===== config.mk =====
export PLATFORM = sky130hd
export DESIGN_NAME = aes_cipher_uart_tx
export DESIGN_NICKNAME = d
export VERILOG_FILES = /design/src/rtl/aes_cipher_uart_tx.sv
export SDC_FILE = /design/constraint.sdc
export NUM_CORES = 1
export LEC_CHECK = 0
export ABC_AREA = 1
export BUFFER_PORTS_ARGS = -buffer_cell sky130_fd_sc_hd__buf_2
export CAP_MARGIN = 30
export CORE_MARGIN = 10
export CORE_UTILIZATION = 29
export DETAILED_ROUTE_END_ITERATION = 12
export GPL_TIMING_DRIVEN = 1
export PLACE_DENSITY = 0.51
export SLEW_MARGIN = 30
export SYNTH_ARGS = -nofsm -noshare
export SYNTH_HDL_FRONTEND = slang
export SYNTH_SLANG_ARGS = --single-unit
export TNS_END_PERCENT = 1

===== constraint.sdc =====
create_clock -name clock -period 2.2 [get_ports clock]
set_input_delay 0.11 -clock clock [delete_from_list [all_inputs] [get_ports clock]]
set_output_delay 0.11 -clock clock [all_outputs]
set_load 0.1 [all_outputs]

===== src/rtl/aes_cipher_uart_tx.sv =====
// UART 8N1 serializer for one AES-128 ciphertext block, MSB byte first, LSB of each byte first.
// Optional AES_TX_CRLF_EN appends 0x0D 0x0A after the 16 ciphertext bytes.
module aes_cipher_uart_tx #(
    parameter int unsigned CLKS_PER_BIT = 868,
    parameter int unsigned DATA_W       = 128
) (
    input  logic              clock,
    input  logic              reset,
    input  logic [DATA_W-1:0] din,
    input  logic              din_valid,
    output logic              din_ready,
    output logic              tx,
    output logic              busy,
    output logic              done
);

`ifdef AES_TX_CRLF_EN
    localparam int unsigned HOLD_W = DATA_W + 16;
`else
    localparam int unsigned HOLD_W = DATA_W;
`endif
    localparam int unsigned NBYTES = HOLD_W / 8;
    localparam int unsigned BYTE_W = $clog2(NBYTES);
    localparam int unsigned CNT_W  = 16;

    typedef enum logic [1:0] {IDLE, START, DATA, STOP} state_t;

    state_t              state, state_nxt;
    logic [CNT_W-1:0]    bit_cnt, bit_cnt_nxt;
    logic [2:0]          bit_idx, bit_idx_nxt;
    logic [BYTE_W-1:0]   byte_idx, byte_idx_nxt;
    logic [HOLD_W-1:0]   hold, hold_nxt, hold_load;
    logic                tx_nxt, done_nxt;
    logic                bit_end;
    logic [7:0]          cur_byte;

`ifdef AES_TX_CRLF_EN
    assign hold_load = {din, 8'h0D, 8'h0A};
`else
    assign hold_load = din;
`endif

    assign cur_byte = hold[HOLD_W-1 -: 8];
    assign bit_end  = (bit_cnt == CNT_W'(CLKS_PER_BIT - 1));

    // State and datapath registers; tx is driven from the next-state decode so it lands with the state
    always_ff @(posedge clock) begin
        if (reset) begin
            state     <= IDLE;
            bit_cnt   <= '0;
            bit_idx   <= '0;
            byte_idx  <= '0;
            hold      <= '0;
            tx        <= 1'b1;
            done      <= 1'b0;
            din_ready <= 1'b1;
            busy      <= 1'b0;
        end else begin
            state     <= state_nxt;
            bit_cnt   <= bit_cnt_nxt;
            bit_idx   <= bit_idx_nxt;
            byte_idx  <= byte_idx_nxt;
            hold      <= hold_nxt;
            tx        <= tx_nxt;
            done      <= done_nxt;
            din_ready <= (state_nxt == IDLE);
            busy      <= (state_nxt != IDLE);
        end
    end

    // Next-state and next-output decode
    always_comb begin
        state_nxt    = state;
        bit_cnt_nxt  = bit_cnt;
        bit_idx_nxt  = bit_idx;
        byte_idx_nxt = byte_idx;
        hold_nxt     = hold;
        tx_nxt       = 1'b1;
        done_nxt     = 1'b0;
        case (state)
            IDLE: begin
                if (din_valid) begin
                    state_nxt    = START;
                    hold_nxt     = hold_load;
                    bit_cnt_nxt  = '0;
                    bit_idx_nxt  = '0;
                    byte_idx_nxt = '0;
                    tx_nxt       = 1'b0;
                end
            end
            START: begin
                tx_nxt      = 1'b0;
                bit_cnt_nxt = bit_cnt + CNT_W'(1);
                if (bit_end) begin
                    bit_cnt_nxt = '0;
                    state_nxt   = DATA;
                    tx_nxt      = cur_byte[0];
                end
            end
            DATA: begin
                tx_nxt      = cur_byte[bit_idx];
                bit_cnt_nxt = bit_cnt + CNT_W'(1);
                if (bit_end) begin
                    bit_cnt_nxt = '0;
                    if (bit_idx == 3'd7) begin
                        state_nxt = STOP;
                        tx_nxt    = 1'b1;
                    end else begin
                        bit_idx_nxt = bit_idx + 3'd1;
                        tx_nxt      = cur_byte[bit_idx_nxt];
                    end
                end
            end
            STOP: begin
                tx_nxt      = 1'b1;
                bit_cnt_nxt = bit_cnt + CNT_W'(1);
                if (bit_end) begin
                    bit_cnt_nxt = '0;
                    bit_idx_nxt = '0;
                    if (byte_idx == BYTE_W'(NBYTES - 1)) begin
                        state_nxt = IDLE;
                        done_nxt  = 1'b1;
                    end else begin
                        // Next start bit follows immediately, no idle gap
                        state_nxt    = START;
                        tx_nxt       = 1'b0;
                        byte_idx_nxt = byte_idx + BYTE_W'(1);
                        hold_nxt     = {hold[HOLD_W-9:0], 8'h00};
                    end
                end
            end
            default: state_nxt = IDLE;
        endcase
    end

endmodule

==> results.ini <==
[critical_path]
slowest_delay_ps = 380
crit_buf_inv = 5
cp_data_required_time_ps = 2510
cp_max_fo = 36
critical_path_class = reg -> reg
start_kind = flip-flop
crit_top_cell = inv_2
crit_family = buffers and inverters
arrival_ps = 2360
worst_path_max_delay_cell = dfxtp_1
endpoint_kind = flip-flop
cp_cell_sequence = inv_1 > ha_1 > inv_2 > nor2_4 > inv_2 > nand3_4 > buf_12 > buf_16 > nand2_4 > o21ai_1 > o21a_1

[timing]
rsz0062_at_grt = false
hold_viol = 0
timing.fmax_mhz = 490
slew_headroom_pct = 64.3
tns_ps = 0
slew_violations = 0
layout_min_cycle_time_ps = 2040
setup_viol_count_final = 0
worst_slew_pin_slew_ps = 534
fin_crit_sh_pct = 92.8
fin_skew_ps = 12.7

[clock_network]
clock_path_buffers = 2
cts_tree = built
clkTransAtPathRegs_ps = 70
root_buffer = clkbuf_16
h-tree-depth = 4
clk_latency_ps = 420
numCtsBuffers = 17
cts.sinks = 157

[finish]
stdcell_count = 1562
design_area_mm2 = 0.00922
final_cell_mix = nand2_1, dfxtp_1, o21ai_0
fin_nets = 1353
drive_above_1_share_pct = 16.2
area_growth_pct = 20.5
final_common_cell = nand2_1

[logic_synthesis]
yosys_warnings = 0
synth_area_mm2 = 0.00765
avgSynthCellArea_um2 = 6.91
synth_compound_area_share_pct = 25.5
yosysSeqAreaShare_pct = 41.1
synthMuxAreaShare_pct = 0
synth_xor_area_share_pct = 0.802
syn-instance-count = 1107
synth_seq_cells = 157
synth_fp_nets = 1247
synthAdderAreaFrac_pct = 1.47
yosys.area_share.simple_pct = 17.3
yosysUniqueCellTypes = 33
synth_top_family_by_area = compound AO/OA/AOI/OAI gates

[floorplan]
die_w_um = 182
initial_core_util_pct = 29.4
die_area_mm2 = 0.0333
core_mm2 = 0.0260
io_pins = 135
row_count = 59
die_y_um = 182

[status]
status = finished clean

[power_and_ir_drop]
p_leak_nw = 4.17
power.density_mw_per_mm2 = 794
ir_drop_uv = 400

[route]
vias = 7102
routed_via_density = 4.55
routed_wl_um = 21900
drc = 0
ant_nets = 0
wl_per_cell_um = 14.0
drt_iter0_drc = 418
first_pass_iters = 4

[global_routing]
gr-total-overflow = 0
grt_pass1_vias = 7067
grt_usage_pct = 12.6
grt_max_degree = 115
antenna_found_initial = 1
grt_pass1_wl_um = 35100

[min_path]
min_path_type = in -> reg

[placement]
dpl.hpwl_um = 15000
gp_congestion = 0.829
numPortBuffers = 134
placed_area_mm2 = 0.00844
dp.cells = 1517

[job]
timing.max_cap.violations = 0

[report_power, final]
group	leakage [nW]	switching, W	total (W)	internal [W]
combinational	2.59	0.000751	0.00120	0.000446
sequential	1.30	0.0000838	0.00322	0.00314
clock	0.281	0.00122	0.00290	0.00168
[cells by family after synthesis]
| family | after synthesis |
|---|---|
| simple gates | 322 |
| buf+inv | 229 |
| flops | 157 |
| xor+xnor | 7 |
| compound gates | 383 |
| fa+ha+maj | 9 |
[worst paths after layout]
path / from / endpoint / slack [ps] / cells past startpoint
setup / recovery: state[0] / byte_idx[0] / 160 / 11
hold / removal: din[59] / hold[59] / 60 / 5
setup reg to reg: state[0] / byte_idx[0] / 160 / 11
hold reg to reg: hold[40] / hold[40] / 450 / 2
[worst reg2reg max path: cells and delay by family, from the launching register on]
kind            cells  cell delay, ps
fa+ha+maj           1             280
compound gates      2             190
buf+inv             5             800
flops               1             380
simple gates        3             310
[Yosys cell counts (all sizes together)]
library cell | number | area share [%]
a21oi | 137 | 9.0
clkbuf | 30 | 1.5
nand2 | 232 | 12
and3 | 3 | 0.25
o21a | 3 | 0.29
o211ai | 1 | 0.098
a31oi | 1 | 0.082
buf | 43 | 4.7
inv | 156 | 7.7
xor2 | 7 | 0.80
dfxtp | 157 | 41
nor3 | 6 | 0.59
nor4 | 1 | 0.082
nor2 | 44 | 2.3
a211oi | 2 | 0.20
o21ai | 230 | 15
o22ai | 8 | 0.65
ha | 9 | 1.5
a22oi | 1 | 0.098
nand3 | 31 | 2.2
nand4 | 5 | 0.41
[per-layer routing]
layer  global-route usage [%]  routed length (µm)  vias up
met5                        0                   0        -
met4                     3.35                 237        0
met3                     3.78                1140       15
met2                     20.4               10100      112
met1                     15.8               10400     3175
li1                         -                   -     3800
[repair_timing]
| item | in CTS | in global routing |
|---|---|---|
| hold endpoints to repair | 8 | 0 |
| resized for setup | 0 | 7 |
| hold buffers | 8 | 0 |
| endpoints found under the setup margin | 0 | 80 |
| buffers inserted | 0 | 1 |
[area by class of cell]
class	count	area (µm²)
Inverter	156	592
Timing Repair Buffer	160	1040
Clock buffer	19	433
Antenna cell	1	2.50
Tap cell	335	419
Sequential cell	157	3140
Fill cell	2914	16800
Multi-Input combinational cell	721	3450
Clock inverter	13	140
[state kept, by name (all words and copies together), names as in the netlist]
signal / flops
bit_cnt: 16
bit_idx: 3
busy: 1
byte_idx: 4
din_ready: 1
done: 1
hold: 128
state: 2
tx: 1
[stage by stage]
| step | power [W] | util (%) | worst slack, ps | hold WS, ps |
|---|---|---|---|---|
| floorplan | 0.00413 | - | 491 | 265 |
| global placement | 0.00437 | 32.5 | 193 | 380 |
| detailed placement | 0.00439 | 32.5 | 143 | 378 |
| CTS | 0.00732 | 35.0 | 114 | 43.6 |
| global route | 0.00771 | 35.5 | 5.35 | 81.4 |
| finish | 0.00732 | 35.5 | 157 | 62.9 |
Note: power is estimated with default switching activity, not from simulation.
